==> config.mk <==
export PLATFORM = sky130hd
export DESIGN_NAME = mac_sequencer
export DESIGN_NICKNAME = d
export VERILOG_FILES = /design/src/rtl/mac_sequencer.sv
export SDC_FILE = /design/constraint.sdc
export NUM_CORES = 1
export LEC_CHECK = 0
export ABC_AREA = 1
export BUFFER_PORTS_ARGS = -buffer_cell sky130_fd_sc_hd__buf_2
export CORE_MARGIN = 5
export CORE_UTILIZATION = 55
export CTS_CLUSTER_DIAMETER = 30
export DETAILED_ROUTE_END_ITERATION = 8
export GPL_TIMING_DRIVEN = 0
export MAX_ROUTING_LAYER = met4
export PLACE_DENSITY = 0.81
export SYNTH_ARGS = -nofsm -noshare
export SYNTH_HDL_FRONTEND = slang
export SYNTH_SLANG_ARGS = --single-unit
==> constraint.sdc <==
create_clock -name clock -period 2.1 [get_ports clock]
set_input_delay 0.105 -clock clock [delete_from_list [all_inputs] [get_ports clock]]
set_output_delay 0.105 -clock clock [all_outputs]
set_load 0.005 [all_outputs]
==> src/rtl/mac_sequencer.sv <==
// mac_sequencer: issues operand address pairs for one dot product and drives the accumulator
// control code aligned to the multiplier pipeline. Build option MAC_SEQ_CONTINUE_EN adds the cont input.
`ifndef ACCUMULATOR_HOLD
`define ACCUMULATOR_HOLD       2'b00
`endif
`ifndef ACCUMULATOR_LOAD
`define ACCUMULATOR_LOAD       2'b01
`endif
`ifndef ACCUMULATOR_ACCUMULATE
`define ACCUMULATOR_ACCUMULATE 2'b10
`endif
`ifndef ACCUMULATOR_COMPLEMENT
`define ACCUMULATOR_COMPLEMENT 2'b11
`endif

// state | meaning
// IDLE  | waiting for start, control held
// ISSUE | one operand read per cycle for len cycles
// DRAIN | reads finished, waiting for the tag pipeline to empty
// NEG   | complement the accumulated sum
// FIN   | done pulse, then back to IDLE
module mac_sequencer #(
  parameter int ADDR_WIDTH   = 9,
  parameter int LEN_WIDTH    = 6,
  parameter int MULT_LATENCY = 2
) (
  input  logic                  clock,
  input  logic                  resetn,
  input  logic                  start,
  input  logic [LEN_WIDTH-1:0]  len,
  input  logic [ADDR_WIDTH-1:0] base_a,
  input  logic [ADDR_WIDTH-1:0] base_b,
  input  logic                  dir_b,
  input  logic                  negate,
`ifdef MAC_SEQ_CONTINUE_EN
  input  logic                  cont,
`endif
  output logic                  rd_en,
  output logic [ADDR_WIDTH-1:0] addr_a,
  output logic [ADDR_WIDTH-1:0] addr_b,
  output logic [1:0]            control,
  output logic                  busy,
  output logic                  done
);

  typedef enum logic [2:0] {
    S_IDLE,
    S_ISSUE,
    S_DRAIN,
    S_NEG,
    S_FIN
  } state_t;

  localparam logic [ADDR_WIDTH-1:0] ADDR_ONE = ADDR_WIDTH'(1);
  localparam logic [LEN_WIDTH-1:0]  LEN_ONE  = LEN_WIDTH'(1);

  state_t                  state_q;
  logic [LEN_WIDTH-1:0]    cnt_q;
  logic [ADDR_WIDTH-1:0]   addr_a_q;
  logic [ADDR_WIDTH-1:0]   addr_b_q;
  logic                    dir_q;
  logic                    neg_q;
  logic                    first_q;
  logic                    rd_en_q;
  logic                    busy_q;
  logic                    done_q;
  logic [MULT_LATENCY-1:0] tag_v_q;
  logic [MULT_LATENCY-1:0] tag_f_q;
  logic                    first_init;
  logic                    drain_clear;

`ifdef MAC_SEQ_CONTINUE_EN
  assign first_init = ~cont;
`else
  assign first_init = 1'b1;
`endif

  // The last stage is being consumed this cycle, so only the earlier stages must be empty.
  always_comb begin
    drain_clear = 1'b1;
    for (int i = 0; i < MULT_LATENCY - 1; i++) begin
      if (tag_v_q[i]) drain_clear = 1'b0;
    end
  end

  always_comb begin
    control = `ACCUMULATOR_HOLD;
    if (state_q == S_NEG) begin
      control = `ACCUMULATOR_COMPLEMENT;
    end else if (tag_v_q[MULT_LATENCY-1]) begin
      control = tag_f_q[MULT_LATENCY-1] ? `ACCUMULATOR_LOAD : `ACCUMULATOR_ACCUMULATE;
    end
  end

  always_ff @(posedge clock or negedge resetn) begin
    if (!resetn) begin
      state_q  <= S_IDLE;
      cnt_q    <= '0;
      addr_a_q <= '0;
      addr_b_q <= '0;
      dir_q    <= 1'b0;
      neg_q    <= 1'b0;
      first_q  <= 1'b0;
      rd_en_q  <= 1'b0;
      busy_q   <= 1'b0;
      done_q   <= 1'b0;
      tag_v_q  <= '0;
      tag_f_q  <= '0;
    end else begin
      for (int i = MULT_LATENCY - 1; i > 0; i--) begin
        tag_v_q[i] <= tag_v_q[i-1];
        tag_f_q[i] <= tag_f_q[i-1];
      end
      tag_v_q[0] <= rd_en_q;
      tag_f_q[0] <= rd_en_q & first_q;
      done_q     <= 1'b0;

      case (state_q)
        S_IDLE: begin
          if (start) begin
            cnt_q    <= len;
            addr_a_q <= base_a;
            addr_b_q <= base_b;
            dir_q    <= dir_b;
            neg_q    <= negate;
            first_q  <= first_init;
            if (len == '0) begin
              state_q <= S_FIN;
              done_q  <= 1'b1;
            end else begin
              state_q <= S_ISSUE;
              rd_en_q <= 1'b1;
              busy_q  <= 1'b1;
            end
          end
        end
        S_ISSUE: begin
          first_q <= 1'b0;
          if (cnt_q == LEN_ONE) begin
            rd_en_q <= 1'b0;
            state_q <= S_DRAIN;
          end else begin
            cnt_q    <= cnt_q - LEN_ONE;
            addr_a_q <= addr_a_q + ADDR_ONE;
            addr_b_q <= dir_q ? (addr_b_q - ADDR_ONE) : (addr_b_q + ADDR_ONE);
          end
        end
        S_DRAIN: begin
          if (drain_clear) begin
            if (neg_q) begin
              state_q <= S_NEG;
            end else begin
              state_q <= S_FIN;
              busy_q  <= 1'b0;
              done_q  <= 1'b1;
            end
          end
        end
        S_NEG: begin
          state_q <= S_FIN;
          busy_q  <= 1'b0;
          done_q  <= 1'b1;
        end
        S_FIN: begin
          state_q <= S_IDLE;
        end
        default: begin
          state_q <= S_IDLE;
        end
      endcase
    end
  end

  assign rd_en  = rd_en_q;
  assign addr_a = addr_a_q;
  assign addr_b = addr_b_q;
  assign busy   = busy_q;
  assign done   = done_q;

endmodule

==> run_results.csv <==
group,metric,value,unit
status,status,"finished, final reports clean",
timing,hold_viol,0,
die,dieHeight,76.04,um
power,powerDensity,1908,nW/um^2
timing,slew_violations,0,
synthesis,ys_seq_area_share,38.60,%
synthesis,yosysUniqueCellTypes,33,
power,total_power,5.436,mW
final_layout,final_common_cell,"nand2_1",
min_path,holdCritPathClass,"in2reg",
clock_tree,cts_buffers,5,
die,initial_core_util,55.86,%
worst_setup_path,critPathMaxStageDelay,0.56,ns
die,pin_count,52,
drt,ant_nets,0,
timing,rsz0062_at_grt,"no",
die,die_w,76.04,um
global_route,grt_pass1_vias,2257,
worst_setup_path,crit_start,"dir_q",
worst_setup_path,endpoint_kind,"flip-flop",
synthesis,yosys-top-cells-area,"dfrtp_1 (39%), nand2_1 (17%), nor2_1 (5.6%)",
clock_tree,ctsResizeCount,0,
final_layout,fill_cells,381,
placed_design,dp_slack,0.2518,ns
synthesis,synthCells,328,
synthesis,syn_area_per_cell,7.313,sq um
worst_setup_path,path_cells,"inv_1 > fa_1 > inv_1 > nand2_1 > nand2_1 > nand2_1 > or2_2 > nand3_1 > nand2_1 > nand2_1",
worst_setup_path,cp_max_fo,9,
global_route,track_usage,20.84,%
final_layout,n_antenna_cell,0,
clock_tree,insertion_delay,0.30,ns
timing,report.final.setup_viol,0,
drt,drtIter0Drc,101,
global_route,grt_overflow_total,0,
clock_tree,clockBufferDepth,2,
clock_tree,h-tree-depth,2,
clock_tree,clk_pin_slew,0.08,ns
timing,holdWs,0.01954,ns
timing,period_minus_slack,1.892,ns
die,dieArea,5781,sq um
placed_design,port_buffers,51,
final_layout,utilization,66.35,%
final_layout,final_cell_mix,"nand2_1 (109), buf_2 (51), dfrtp_1 (37)",
final_layout,syn_to_final_growth,18.78,%
synthesis,yosysWarnings,0,
power,power.leakage,1.552,nW
final_layout,drive_above_1_share,21.65,%
placed_design,dpl.hpwl,4185,um
worst_setup_path,r2r_end,"addr_b[4]",
timing,tightest_slew,0.8518,ns
drt,via_count,2300,
synthesis,ys_ff_latch,37,
timing,finalSetupTns,0,ns
timing,post-route-period-util,90.11,%
worst_setup_path,path_class,"reg2reg",
timing,clock_skew,0.007311,ns
drt,routed_via_density,5.227,
synthesis,synth_fp_nets,368,
worst_setup_path,critPathArrivalTime,2.13,ns
drt,firstDrtPassIters,4,
synthesis,netlist_area,2399,sq um
power,vdd_drop_max,0.0007932,V
timing,maxSlewHeadroom,43.21,%
synthesis,yosysTopAreaCell,"dfrtp_1",
global_route,grt_pass1_wl,9880,um
clock_tree,cts_tree,"built",
drt,routed_wl,5689,um
timing,clock.fmax,0.5284,GHz
worst_setup_path,worstSetupStartpointType,"flip-flop",
drt,drc,0,
die,rows,24,
clock_tree,clkSinkCount,37,
drt,post_drt_wl_per_cell,12.93,um
worst_setup_path,cp-endpoint,"addr_b[4]",
worst_setup_path,r2r-start,"dir_q",
worst_setup_path,regToRegSetupSlack,0.21,ns
clock_tree,post_cts_buffers,0,
clock_tree,root_buffer,"clkbuf_8",
global_route,antenna_found_initial,0,
final_layout,nNetsFinal,427,
die,core_region_area,4294,sq um
worst_setup_path,rr_worst_depth,10,
worst_setup_path,cp_common_cell,"nand2_1",
worst_setup_path,required,2.34,ns
placed_design,place_congestion,0.8849,
run,maxCapViolCount,0,
synthesis,yosys.area.top_type_share,38.60,%
worst_setup_path,slowest_stage,"dfrtp_1",
timing,setup_slack,0.2077,ns
global_route,grt_max_degree,38,
stage by stage:
| step | instance area (sq um) | instances |
|---|---|---|
| after floorplan | 2399 | 328 |
| after global placement | 2719 | 431 |
| after detailed placement | 2719 | 431 |
| after CTS | 2849 | 440 |
| after global routing | 2849 | 440 |
| final | 2849 | 440 |
worst min-delay path by stage:
stage | startpoint | endpoint | slack, ns | depth (start not counted)
final | dir_b | dir_q | 0.02 | 3
after global routing | negate | neg_q | 0.04 | 3
after CTS | dir_b | dir_q | 0.02 | 3
after detailed placement | resetn | cnt_q[0] | 0.27 | 1
after global placement | resetn | rd_en | 0.25 | 1
after floorplan | resetn | addr_a[0] | -0.19 | 0
logic make-up after synthesis:
family                   count (synthesis)  synth area share, %
adder cells (fa/ha/maj)                 11                6.051
XOR/XNOR                                 4                1.461
AND/OR/NAND/NOR                        192                35.32
AO/OA/AOI/OAI                           40                9.547
flip-flops                              37                38.60
buffers and inverters                   44                9.024
critical path, delay by kind of cell (launching register included):
family / cells / cell delay [ns]
AND/OR/NAND/NOR: 7 / 0.71
flip-flops: 1 / 0.56
buffers and inverters: 2 / 0.20
adder cells (fa/ha/maj): 1 / 0.38
cells in the mapped netlist, drive strengths merged:
cell type and n:
fa 1, nand3 25, nand3b 3, nor2 39, a21oi 6, nor3b 1, nand4 5, a31oi 3
nand2 112, clkbuf 1, dfrtp 37, o21ai 25, buf 8, o22ai 1, o211ai 4, xor2 1
xnor2 3, inv 35, a22oi 1, ha 10, or2 7
where the power goes:
group	leakage (nW)	switching [mW]	internal, mW
registers	0.452	0.318	1.08
logic	1.04	2.01	1.37
clock network	0.0574	0.273	0.386
sequential cells by signal (all words and copies together) (netlist names):
name     cells
cnt_q        6
addr_a       9
tag_f_q      2
dir_q        1
first_q      1
busy         1
addr_b       9
rd_en        1
neg_q        1
state_q      3
tag_v_q      2
done         1
repair_timing:
| action | in CTS | in global routing |
|---|---|---|
| endpoints found under the setup margin | 0 | 0 |
| endpoints found under the hold margin | 37 | 0 |
| hold buffers | 1 | 0 |
area by class of cell:
class	instances	area [sq um]	area share, %
clock buffer	6	82.58	2.899
multi-input combinational	247	1256	44.09
tap	52	65.06	2.284
buffer	9	82.58	2.899
inverter	35	133.9	4.699
clock inverter	2	37.54	1.318
sequential	37	925.9	32.50
timing repair buffer	52	265.3	9.310
metal layers:
layer	wire length (um)	GRT usage [%]
met4	69	6.050
met3	297	4.019
met2	2795	35.45
met5	0	-
met1	2527	25.00
Power figures use the tool's default switching activity.
